===== config.mk =====
export PLATFORM = sky130hd
export DESIGN_NAME = rs_encoder_param
export DESIGN_NICKNAME = d
export VERILOG_FILES = /design/src/rtl/rs_encoder_param.sv
export SDC_FILE = /design/constraint.sdc
export NUM_CORES = 1
export LEC_CHECK = 0
export ABC_AREA = 1
export CORE_MARGIN = 3
export CORE_UTILIZATION = 41
export DETAILED_ROUTE_END_ITERATION = 8
export RECOVER_POWER = 100
export SETUP_SLACK_MARGIN = 0.15
export SLEW_MARGIN = 20
export SYNTH_ARGS = -nofsm -noshare
export SYNTH_HDL_FRONTEND = slang
export SYNTH_SLANG_ARGS = --single-unit

===== constraint.sdc =====
create_clock -name clk -period 5.8 [get_ports clk]
set_input_delay 0.87 -clock clk [delete_from_list [all_inputs] [get_ports clk]]
set_output_delay 0.87 -clock clk [all_outputs]
set_load 0.01 [all_outputs]

===== src/rtl/rs_encoder_param.sv =====
// Systematic Reed-Solomon encoder over GF(2^SYM_W) with a valid/ready stream.
// Message symbols pass straight through, followed by N-K parity symbols taken
// from a division LFSR. The generator polynomial is built at elaboration time.
module rs_encoder_param #(
  parameter int          SYM_W     = 8,
  parameter int          N         = 255,
  parameter int          K         = 239,
  parameter int unsigned PRIM_POLY = 'h11D,
  parameter int          FCR       = 0
) (
  input  logic             clk,
  input  logic             rst_n,
  input  logic             in_valid,
  output logic             in_ready,
  input  logic [SYM_W-1:0] in_data,
  output logic             out_valid,
  input  logic             out_ready,
  output logic [SYM_W-1:0] out_data,
  output logic             out_sop,
  output logic             out_eop,
  output logic             out_is_par
);

  localparam int NPAR  = N - K;
  localparam int CNT_W = $clog2(N);

  typedef logic [SYM_W-1:0] sym_t;
  typedef enum logic {MSG, PAR} state_t;

  // Reduction polynomial without its x^SYM_W term
  localparam sym_t POLY_LO = sym_t'(PRIM_POLY);

  // GF multiply: shift-and-add with interleaved reduction
  function automatic sym_t gf_mul(sym_t a, sym_t b);
    sym_t p;
    sym_t x;
    p = '0;
    x = a;
    for (int i = 0; i < SYM_W; i++) begin
      if (b[i]) p = p ^ x;
      x = x[SYM_W-1] ? ((x << 1) ^ POLY_LO) : (x << 1);
    end
    return p;
  endfunction

  // g(x) = prod (x + alpha^(FCR+i)); returns the non-monic coefficients g[0..NPAR-1]
  function automatic logic [NPAR-1:0][SYM_W-1:0] gen_poly();
    logic [NPAR:0][SYM_W-1:0] g;
    sym_t root;
    g    = '0;
    g[0] = sym_t'(1);
    root = sym_t'(1);
    for (int j = 0; j < FCR; j++) root = gf_mul(root, sym_t'(2));
    for (int i = 0; i < NPAR; i++) begin
      for (int j = NPAR; j > 0; j--) g[j] = g[j-1] ^ gf_mul(g[j], root);
      g[0] = gf_mul(g[0], root);
      root = gf_mul(root, sym_t'(2));
    end
    return g[NPAR-1:0];
  endfunction

  localparam logic [NPAR-1:0][SYM_W-1:0] GEN = gen_poly();

  state_t                      state;
  logic [CNT_W-1:0]            cnt;
  logic [NPAR-1:0][SYM_W-1:0]  r;
  logic [NPAR-1:0][SYM_W-1:0]  r_msg;
  sym_t                        fb;
  logic                        slot_free;

  assign slot_free = !out_valid || out_ready;
  assign in_ready  = (state == MSG) && slot_free;

  // Next LFSR contents when a message symbol is absorbed
  always_comb begin
    fb       = in_data ^ r[NPAR-1];
    r_msg[0] = gf_mul(fb, GEN[0]);
    for (int i = 1; i < NPAR; i++) r_msg[i] = r[i-1] ^ gf_mul(fb, GEN[i]);
  end

  // Frame sequencer, parity LFSR and registered output stage
  always_ff @(posedge clk or negedge rst_n) begin
    if (!rst_n) begin
      state      <= MSG;
      cnt        <= '0;
      r          <= '0;
      out_valid  <= 1'b0;
      out_data   <= '0;
      out_sop    <= 1'b0;
      out_eop    <= 1'b0;
      out_is_par <= 1'b0;
    end else begin
      if (out_ready) out_valid <= 1'b0;
      case (state)
        MSG: begin
          if (in_valid && slot_free) begin
            out_valid  <= 1'b1;
            out_data   <= in_data;
            out_is_par <= 1'b0;
            out_sop    <= (cnt == '0);
            out_eop    <= 1'b0;
            r          <= r_msg;
            if (cnt == CNT_W'(K - 1)) begin
              cnt   <= '0;
              state <= PAR;
            end else begin
              cnt <= cnt + CNT_W'(1);
            end
          end
        end
        PAR: begin
          if (slot_free) begin
            out_valid  <= 1'b1;
            out_data   <= r[NPAR-1];
            out_is_par <= 1'b1;
            out_sop    <= 1'b0;
            out_eop    <= (cnt == CNT_W'(NPAR - 1));
            r          <= {r[NPAR-2:0], sym_t'(0)};
            if (cnt == CNT_W'(NPAR - 1)) begin
              cnt   <= '0;
              state <= MSG;
            end else begin
              cnt <= cnt + CNT_W'(1);
            end
          end
        end
        default: state <= MSG;
      endcase
    end
  end

endmodule

* Yosys cells after proc, flatten, opt, wreduce, memory -nomap -nowiden
Cells that the tools add are included.
** Storage, ports and cells
- Bits in latches :: 0
- Output and inout port bits :: 13
- Memories :: 0
- Logic and storage cells :: 124
- Input port bits :: 12
- Bits in read-only memories :: 0
- Bits in registers :: 149
- Memory bits (writable) :: 0
** Cells by class
- Muxes and demuxes :: 35
- Add/subtract/negate cells :: 1
- Bitwise gates (word level) :: 55
- Reduce and logical (&&, ||, !) cells :: 6
- $mul :: 0
- Equality and inequality tests :: 4
- Divide/modulo/power cells :: 0
- Shift operators :: 0
- Magnitude comparators :: 0
** Operators by type and width (count)
- 8-bit bitwise XOR :: 47
- 128-bit 2-to-1 mux :: 2
- 128-bit case mux with 2 select lines :: 1
- 8-bit 2-to-1 mux :: 6
- 5-bit 2-to-1 mux :: 7
- 8-bit case mux with 2 select lines :: 2
- 4-bit inverter :: 7
- 1-bit 2-to-1 mux :: 12
- 1-bit case mux with 2 select lines :: 5
- 8-bit by 1-bit adder with 8-bit output (second input constant) :: 1
- 8-bit by 4-bit == test with 1-bit output (second input constant) :: 1
- 8-bit == test (second input constant) :: 1
- 8-bit logical NOT :: 1
- 2-bit by 1-bit inequality test with 1-bit output (second input constant) :: 2
- 1-bit logical AND :: 2
- 2-bit AND reduction :: 1
- 1-bit logical NOT :: 1
- 1-bit logical OR :: 1
- 1-bit inverter :: 1

* Longest topological paths before layout
- Word-level depth :: 19
- Gate-level depth with buffers :: 19
- Depth with buffers taken out :: 18

* Worst setup path before layout
No wires, ideal clock.
- Path type :: input -> register
- Start :: input in_data[7]
- End :: register r[43] in the netlist's numbering
- Setup time :: 0.118 ns
- Required time :: 5.682 ns
- Setup slack :: 3.468 ns
- Data arrival time :: 2.214 ns
- Buffers on the path :: 2
- Cell stages on the path :: 16
- Cells stage by stage :: inv_1 > nand2_1 > nand2_2 > buf_6 > nand2_2 > nand2_2 > buf_6 > nand2_4 > nand2_4 > nand2_2 > nand2_2 > xor2_1 > nor2_1 > or2_1 > nand3_1 > nand2_1
** Between the ends
- Cells in the longest elaborated chain, start to end :: 7
** Ends and longest elaborated chain
- start, declared :: RTL line 15 : input logic [SYM_W-1:0] in_data,
- 8-bit bitwise XOR :: RTL line 76 : fb = in_data ^ r[NPAR-1];
- 5-bit 2-to-1 mux (2 in series) :: RTL line 41 : x = x[SYM_W-1] ? ((x << 1) ^ POLY_LO) : (x << 1);
- 8-bit bitwise XOR :: RTL line 40 : if (b[i]) p = p ^ x;
- 8-bit bitwise XOR :: RTL line 78 : for (int i = 1; i < NPAR; i++) r_msg[i] = r[i-1] ^ gf_mul(fb, GEN[i]);
- 128-bit 2-to-1 mux :: RTL line 96 : if (in_valid && slot_free) begin
- 128-bit case mux with 2 select lines :: RTL line 94 : case (state)
- end signal, assigned :: RTL line 102 : r <= r_msg;
- end signal, assigned :: RTL line 118 : r <= {r[NPAR-2:0], sym_t'(0)};
- end, declared :: RTL line 66 : logic [NPAR-1:0][SYM_W-1:0] r;
Every way passes these cells. The select of a mux whose other input is x is not followed.
A chain may end at the register's enable or synchronous reset.

* Worst setup path in the final report
- Start :: register state
- End :: register r[125] in the netlist's numbering
** Between the ends
- Cells in the longest elaborated chain, start to end :: 3
- Elaborated cells between the ends (all ways) :: 5
- Those cells by class :: eq/ne: 2; mux: 1; bitwise: 1; reduce/logical: 1
** Ends and longest elaborated chain
- start, declared :: RTL line 64 : state_t state;
- start signal, assigned :: RTL line 84 : state <= MSG;
- start signal, assigned :: RTL line 105 : state <= PAR;
- start signal, assigned :: RTL line 121 : state <= MSG;
- 1-bit inverter :: RTL line 94
- 2-bit by 1-bit inequality test with 1-bit output (no source line)
- 2-bit AND reduction (no source line)
Parallel ways exist; a longest one is shown, timed or not.

==> reports/qor.csv <==
metric,value,unit
power_leakage,5.08,nW
die_h,156,um
clock_skew,14.2,ps
cp_data_required_time,6090,ps
syn_area_per_cell,7.53,um2
num_vias,7894,
initial_core_util,42.0,%
drc,0,
power.net_switching,3.59,mW
num_io_pins,25,
drive_gt1_share,8.94,%
clockPowerShare,16.1,%
yosys.area.top_type_share,40.5,%
num_rows,54,
grt_pass1_wl,41200,um
synth_commonest_cells,"nand2_1, dfrtp_1, o21ai_0, xor2_1, nand3_1",
drv_cap,2,
gp_congestion,0.917,
cts_setup_buffers,0,
die-area,24300,um2
insertion_delay,440,ps
postSynthCellCount,1223,
wl,25600,um
post-route-period-util,75.1,%
cts_max_level,4,
yosysWarnings,0,
ys_ff_latch,149,
detailed_place_hpwl,17800,um
drtIter0Drc,590,
area_growth,10.4,%
p_seq_share,26.5,%
final_hold_viol_count,0,
grtUsageTotal,21.6,%
fin_crit,4350,ps
synthFlopType,dfrtp_1,
synth_cell_types,40,
grt_overflow,0,
cts_resized,0,
swShare,49.9,%
maxSlewHeadroom,-68.1,%
root_buffer,clkbuf_16,
place_ws,2080,ps
combPwrFrac,57.4,%
portBuffers,24,
core,22000,um2
drt_first_pass_iters,5,
tightest_slew,2520,ps
timing.rr.end,r[125],
ir_worst_vdd,284,uV
grt_max_degree,123,
run_status,"complete, but fails checks",
syn-num-nets,1238,
crit_path_start_kind,flop,
viasPerCell,5.23,
antenna_found_initial,1,
worst_slack,1450,ps
synth_most_common_cell,nand2_1,
r2r_start,state,
crit_start,state,
cts_hold_buf,0,
ant_nets,0,
routedWlPerCell,17.0,um
end_kind,flop,
path_class,reg2reg,
reg2regPathDepth,8,
synth.largest_area_cell,dfrtp_1,
synth_edf_count,0,
finalMaxSlewViolations,148,
synth_area_leaders,"dfrtp_1, nand2_1, xor2_1",
antenna_cells,0,
clockBufferDepth,2,
cts_sinks,149,
ff2ff_setup_slack,1450,ps
seqCellArea,3730,um2
rsz0062_at_grt,no,
fillers,2144,
clk_pin_slew,70,ps
path_max_fanout,53,
multi_input_area,4920,um2
synthesis.area,9210,um2
violations,"capacitance limit, slew limit",
internal_power,3.60,mW
fin_nets,1232,
p_per_area,706,nW/um2
endpoint,r[125],
cts_tree,built,
async_flop_share,100,%
yosysSeqAreaShare,40.5,%
hp-class,reg2reg,
grt_pass1_vias,7491,
tns,0,ps
worstPathArrival,4640,ps
fmax,0.230,GHz
finalSetupViolations,0,
fp.dieW,156,um
cts_buffers,17,
metrics by stage:
| step | power [mW] | util, % | std cells | hold WS, ps | area, um2 |
|---|---|---|---|---|---|
| 6_report | 7.18 | 46.3 | 1510 | 476 | 10200 |
| 2_1_floorplan | 4.95 | - | 1223 | 446 | 9210 |
| 5_1_grt | 7.79 | 46.3 | 1510 | 507 | 10200 |
| 3_5_place_dp | 6.00 | 43.5 | 1477 | 473 | 9550 |
| 3_3_place_gp | 5.94 | 43.5 | 1477 | 465 | 9550 |
| 4_1_cts | 7.20 | 46.3 | 1509 | 487 | 10200 |
worst min-delay path by stage:
stage / slack, ps / end / cells after the start / from
2_1_floorplan: 450 / r[122] / 1 / r[114]
3_3_place_gp: 470 / out_eop / 2 / out_eop
3_5_place_dp: 470 / out_eop / 2 / out_eop
4_1_cts: 490 / r[126] / 1 / r[118]
5_1_grt: 510 / r[28] / 2 / r[28]
6_report: 480 / out_eop / 2 / out_eop
logic make-up (layout without fill, tap and decap cells):
group | Yosys count | in the layout | synth area share, %
AOI/OAI and AO/OA | 177 | 177 | 10.1
xor gates and xnor gates | 127 | 127 | 12.8
adders and majority gates | 3 | 3 | 0.407
buffers and inverters | 122 | 129 | 6.08
DFF | 149 | 149 | 40.5
and+or+nand+nor | 645 | 645 | 30.1
registers in the layout, summed over array words and instances, names as in the netlist:
name,cells
cnt,8
out_data,8
out_eop,1
out_is_par,1
out_sop,1
out_valid,1
r,128
state,1
routing by layer:
metal	track usage (%)	part of all wire (%)	wire (um)	vias up
met5	0	0.074	19	-
met4	8.83	3.1	784	2
met3	3.86	5.3	1350	50
met2	32.8	45	11400	223
met1	30.6	47	12000	3718
li1	-	-	-	3901
critical path, cell delays in order, from the launching register on:
cell and delay [ps]:
dfrtp_1 360, buf_4 280, inv_1 100, clkbuf_1 1680, buf_4 730, nand2_2 280
o22ai_1 330, xnor2_1 300, o21ai_1 90
power by group through the flow:
stage                     Combinational (mW)  Sequential, mW  Clock (mW)
after floorplan                         3.15            1.80           0
after global placement                  4.03            1.90           0
after detailed placement                4.09            1.91           0
after CTS                               4.12            1.90        1.18
after global routing                    4.62            1.96        1.22
final                                   4.12            1.90        1.16
cell usage in the layout (no fill, tap or decap), drive strengths merged, types with 4 or more instances in the layout:
cell and count:
nand2 496, dfrtp 149, o21ai 137, xor2 100, nand3 88, inv 73
nor2 38, xnor2 27, clkbuf 20, a21oi 16, dlygate4sd3 14, a31oi 13
clkdlybuf4s50 9, nand4 7, buf 6, or2 6, clkinv 4
layout make-up:
| type | instances | share of cell area, % |
|---|---|---|
| clock buffers | 17 | 4.18 |
| clock inverters | 15 | 1.85 |
| flip-flops and latches | 149 | 36.7 |
| well taps | 280 | 3.44 |
| inverters | 65 | 2.40 |
| multi-input cells | 952 | 48.4 |
| repair buffers | 32 | 3.04 |
No activity file was read; power rests on OpenSTA's default activity.
==> variant 1, RTL diff (config.mk and constraints unchanged) <==
Reset style: synchronous (`rst_n`), changed in one clocked block.
--- a/src/rtl/rs_encoder_param.sv
+++ b/src/rtl/rs_encoder_param.sv
@@ -81,3 +81,3 @@
   // Frame sequencer, parity LFSR and registered output stage
-  always_ff @(posedge clk or negedge rst_n) begin
+  always_ff @(posedge clk) begin
     if (!rst_n) begin
Function: differs if rst_n is asserted again (counterexample within 4 cycles, from zero or initial values and one cycle with rst_n low); with rst_n held inactive, the same outputs for 4 cycles.
==> variant 1 against the unedited design <==
  * The run still ends with capacitance limit, slew limit left
  * Sequential share of layout area shrank 6.0 points
  * Area after synthesis shrank 4.6%
  * Wire length grew 1.8%
  * Final area shrank 4.4%
  * Non-clock buffer count shrank 2
  * Hold slack lost 0.013 ns
  * Core utilization grew 0.85 points
  * Final cell count grew 5.8%
  * Die area shrank 4.5%
  * Setup slack gained 0.028 ns
  * Largest cell class unchanged
  * Sequential cell count is the same
Power is not compared: it rests on default switching activity, and its combinational part moved more than twofold at a synthesized area within 25%.
==> variant 1: results (changes against the unedited design) <==
Layout:
- The number of flip-flops under the largest register name is 128 (unchanged).
- The count of antenna diodes in the layout is 0 (unchanged).
- The number of inserted filler cells in the final layout was 2157 (+0.61%).
- The largest registers in the layout are r: 128 flops, cnt: 8 flops, out_data: 8 flops.
- The fraction of layout cells with a size suffix above 1 is 0.06029 (-0.02914).

Drt:
- The number of violations reported at the end of detailed-routing iteration 0 was 736 (+25%).
- The length of the first detailed-routing pass in iterations is 6 (+1).
- The routed via count divided by cell count was 5.267 (+0.74%).
- The final routed wire length divided by cell count is 16.32 microns (-3.7%).

Power and ir drop:
- IR analysis of the VDD net gives a maximum drop of around 0.00023 V.
- The reported leakage power is 4.797 nW.
- In this run, power in the clock network comes to 0.00115 W.
- The internal portion of the total power is 0.002489 W.
- Sequential cells consume a total of about 0.0013 W.

Setup path:
- The launch point of the worst path is state.
- The data arrival time of the worst path is 4.66 ns (+0.02 ns).
- The family with the most delay on the worst path is buffers and inverters.
- The slowest library cell on the worst path is clkbuf_1.
- The critical-path maximum fanout is 122 (+130%).
- The delay of the slowest critical-path stage is 1.49 ns (-0.19 ns).

Clocking:
- Clock latency on the worst-skew pair, taken at its later pin, is approximately 0.43 ns.
- The clock-pin slew on the worst setup and hold paths is 0.07 ns (about the same).
- The maximum clock path buffer count is 2 (unchanged).
- The number of levels in the clock H-tree was 4 (unchanged).
- The post-CTS setup-driven buffer insertion count is 0 (unchanged).
- The clock tree root driver cell is clkbuf_16.
- The CTS buffer count is 17 (unchanged).

Synthesis:
- Among all flip-flop cells after synthesis, the most frequent one is dfxtp_1.
- The net count after synthesis is 1344 (+8.6%).
- The share of cell area taken by muxes after synthesis was 0 (unchanged).
- By count the netlist is led by nand2_1, dfxtp_1, inv_1, nor2_1, o21ai_0.
- The synthesized-area fraction occupied by xor and xnor cells is 0.1122 (-0.01626).
- The compound-cell area share of the yosys netlist came to 0.1730 (+0.07225).
- The unique cell type count in the Yosys netlist is 39 (-2.5%).
- The adder-cell area share of the yosys netlist is 0.004272 (+0.0001979).
- The number of warnings reported in the yosys synthesis log is 0 (unchanged).
- The fraction of registers with async set/reset was 0 (-1.000).
- The portion of the post-synthesis area used by sequential elements is 0.3395 (-0.06522).
- By area the synthesized netlist is led by dfxtp_1, nand2_1, xor2_1.

Global routing:
- The global-route usage over all layers is 0.2231 (+0.006988).
- The number of global-route vias before repair was 7444 (-0.63%).
- The largest net degree at the start of global routing is 123 (unchanged).
- The initial antenna violation count is 0 (-1).
- The wire length of the first global-routing pass is 41550 microns (+0.95%).

Placement:
- The final estimated routing congestion in global placement came to 0.9766 (+6.5%).
- The number of port buffers is 24 (unchanged).
- The estimated wirelength of the detail-placed design is 17890 microns (+0.76%).

STA:
- The setup clock skew after layout is 0.007290 ns (-0.006917 ns).
- The final-report max-slew violation count is 39 (-74%).
- The transition time at the pin with the least slew margin is 2.048 ns (-0.4737 ns).

Worst hold path:
- The path category of the worst min-delay check is reg -> reg.
- The worst hold path startpoint is out_sop.

Status:
- The checks that failed: capacitance limit, slew limit.
- The run finished, with violations left.

Flow run:
- The number of max-cap violations is 1 (-1).
variant 1: worst register-to-register path, stage by stage (launching register included):
cell and delay [ns]:
dfxtp_1 0.42, clkbuf_1 1.49, clkinv_1 0.35, nor2_1 0.30, nor2_1 0.14, inv_6 0.54
buf_12 0.47, nand3_1 0.39, nand2_1 0.10, inv_1 0.04
variant 1: final cells by class:
cell class | instances | share of cell area
multi-input combinational | 984 | 0.5154
sequential | 149 | 0.3067
inverter | 132 | 0.05145
clock buffer | 20 | 0.04592
tap | 270 | 0.03473
timing repair buffer | 30 | 0.02997
clock inverter | 12 | 0.01582
variant 1: per-layer routing:
metal,vias to the layer above,global-route usage,wire (microns)
met5,-,0,0
met4,0,0.07748,709
met3,42,0.05141,2059
met2,284,0.3412,11400
met1,3840,0.3099,11900
li1,4245,-,-
variant 1: kinds of logic (layout without fill, tap and decap cells):
group / Yosys count / after routing
and+or+nand+nor: 602 / 602
buffers and inverters: 196 / 194
adders and majority gates: 3 / 3
AOI/OAI and AO/OA: 272 / 272
xor gates and xnor gates: 107 / 107
DFF: 149 / 149
variant 1: stage by stage:
step                worst slack [ns]  hold WS (ns)  area [sq um]  instances  power [W]
detailed placement             1.918        0.4601          9138       1565   0.003236
finish                         1.474        0.4625          9727       1597   0.004395
global route                   1.182        0.4849          9727       1597   0.004708
global placement               1.965        0.4501          9138       1565   0.003226
CTS                            2.363        0.4706          9738       1597   0.004399
floorplan                      3.363        0.4571          8786       1329   0.002699
variant 1: final timing paths:
kind                            endpoint  slack [ns]  cells after the start
worst max-delay path              r[122]        1.47                      9
worst max register to register    r[122]        1.47                      9
worst min-delay path             out_sop        0.46                      2
worst min register to register   out_sop        0.46                      2
==> variant 2, RTL diff (same flow settings) <==
Without the edit above. One comparison of `cnt` changes from == to >=.
--- a/src/rtl/rs_encoder_param.sv
+++ b/src/rtl/rs_encoder_param.sv
@@ -116,3 +116,3 @@
             out_sop    <= 1'b0;
-            out_eop    <= (cnt == CNT_W'(NPAR - 1));
+            out_eop    <= (cnt >= CNT_W'(NPAR - 1));
             r          <= {r[NPAR-2:0], sym_t'(0)};
Function: no difference found for any inputs over 4 cycles, from zero or initial values and one cycle with rst_n low; that may be too few to reach the edited logic, so the function may still have changed.
==> variant 2 against the unedited design <==
  * The run still ends with capacitance limit, slew limit left
  * Non-clock buffer count down 2
  * Final area down 0.17%
  * Area after synthesis up 0.48%
  * Wire length up 1.9%
  * Setup slack worse by 0.030 ns
  * Count of clock-buffer cells in the layout unchanged
  * Critical path depth up 8
  * Sequential cell count unchanged
  * Global-route usage up 0.43 points
  * Register-to-register slack better by 0.56 ns
  * Sequential share of layout area up 0.076 points
  * Maximum frequency down 0.69%
  * Largest cell class unchanged
  * Highest routed layer is now met4
Power is not shown: default switching activity piles up to over one toggle a cycle in this logic, so the estimate is an artifact.
==> variant 2: results (changes against the unedited design) <==
Placement:
- The final estimated routing congestion in global placement is 0.8977 (-2.1%).
- The pre-CTS setup slack came to 2.069 ns (-0.01199 ns).
- The estimated wirelength of the detail-placed design came to 17870 microns (+0.66%).

Synthesis:
- The fraction of registers with async set/reset is 1.000 (unchanged).
- Ranked by total cell area, the synthesized netlist is headed by dfrtp_1, nand2_1, xor2_1.
- The unique cell type count in the Yosys netlist came to 48 (+20%).
- The compound-cell area share of the yosys netlist came to 0.09273 (-0.008046).
- The net count after synthesis was 1262 (+1.9%).
- Sorting the synthesized cells by how often they occur yields nand2_1, dfrtp_1, nand3_1, o21ai_0, xor2_1.
- The share of cell area taken by muxes after synthesis was 0.002433 (+0.002433).
- The adder-cell area share of the yosys netlist is 0.004055 (-0.00001928).
- The portion of the post-synthesis area used by sequential elements is 0.4028 (-0.001915).
- The synthesized-area fraction occupied by xor and xnor cells was 0.1229 (-0.005609).

Global routing:
- The largest net degree at the start of global routing is 205 (+67%).
- The global-route usage over all layers was 0.2204 (+0.004308).
- The initial antenna violation count is 0 (-1).
- The wire length of the first global-routing pass came to 41920 microns (+1.8%).
- The number of global-route vias before repair is 7473 (-0.24%).

Drt:
- The total routed wirelength is 26100 microns (+1.9%).
- The vias after detailed routing was 7990 (+1.2%).
- The number of violations reported at the end of detailed-routing iteration 0 is 759 (+29%).
- The length of the first detailed-routing pass in iterations is 7 (+2).

STA:
- The worst-case hold slack is 0.4450 ns (-0.03062 ns).
- The final-report max-slew violation count is 73 (-51%).
- The setup clock skew after layout is 0.01134 ns (-0.002866 ns).
- The transition time at the pin with the least slew margin is 1.847 ns (-0.6747 ns).

Layout:
- The number of inserted filler cells in the final layout is 2210 (+3.1%).
- The fraction of layout cells with a size suffix above 1 is 0.05962 (-0.02981).

Worst hold path:
- The path category of the worst min-delay check is in -> async.

Clocking:
- In this run the clock root is driven by a clkbuf_16.
- The number of levels in the clock H-tree is 4 (unchanged).

Setup path:
- The critical-path maximum fanout is 12 (-77%).
- The setup slack of the most critical reg-to-reg path is 2.01 ns (+0.56 ns).
- The slowest stage of the critical path is the nand2_1 cell.
- The family with the most delay on the worst path is simple AND/OR/NAND/NOR gates.
- The delay of the slowest critical-path stage is 0.59 ns (-1.09 ns).
- The data arrival time of the worst path came to 4.70 ns (+0.06 ns).

Status:
- The flow ran to the end, but the final reports show violations.
- The checks that failed: capacitance limit, slew limit.

Flow run:
- The number of max-cap violations came to 1 (-1).
## variant 2: worst reg2reg max path, cell delays in order (launching register included)
cell and delay, ns:
dfrtp_1 0.42, inv_1 0.06, nand2_1 0.04, nand2_1 0.39, clkinvlp_2 0.54, nand2_1 0.24, nand2_4 0.12, inv_1 0.19
nand2_4 0.07, nand2_1 0.59, clkinv_2 0.24, nand2_1 0.20, mux2i_1 0.18, or2_1 0.25, nand3_1 0.06, nand2_1 0.07
## variant 2: cell type report
type	count	share of cell area
multi-input combinational	960	0.4771
sequential	149	0.3674
clock buffer	17	0.04190
tap	280	0.03451
inverter	87	0.03266
timing repair buffer	30	0.02847
clock inverter	15	0.01799
## variant 2: metal layers
metal  wire (microns)  track usage  part of all wire
met1            12450       0.3225              0.48
met5                0            0                 0
met4              488      0.06044             0.019
met2            11920       0.3416              0.46
met3             1243      0.03263             0.048
## variant 2: cell families (layout without fill, tap and decap cells)
group,after synthesis,count (layout)
AND/OR/NAND/NOR,674,674
AO/OA/AOI/OAI,161,161
flip-flops,149,149
buffers and inverters,138,149
XOR/XNOR,121,121
adder cells (fa/ha/maj),3,3
multiplexers,1,1
## variant 2: final timing paths
path,startpoint,endpoint,cells after the start
setup reg to reg,r[125],r[55],15
max in group asynchronous,rst_n,r[88],2
hold / removal,rst_n,r[26],1
min in group clk,out_eop,out_eop,2
setup / recovery,in_data[5],r[55],16
hold reg to reg,out_eop,out_eop,2
## variant 2: metrics by stage
stage	cell area (sq um)	cells
after global placement	9663	1506
after global routing	10150	1538
final	10150	1538
after floorplan	9256	1247
after detailed placement	9663	1506
after CTS	10270	1538
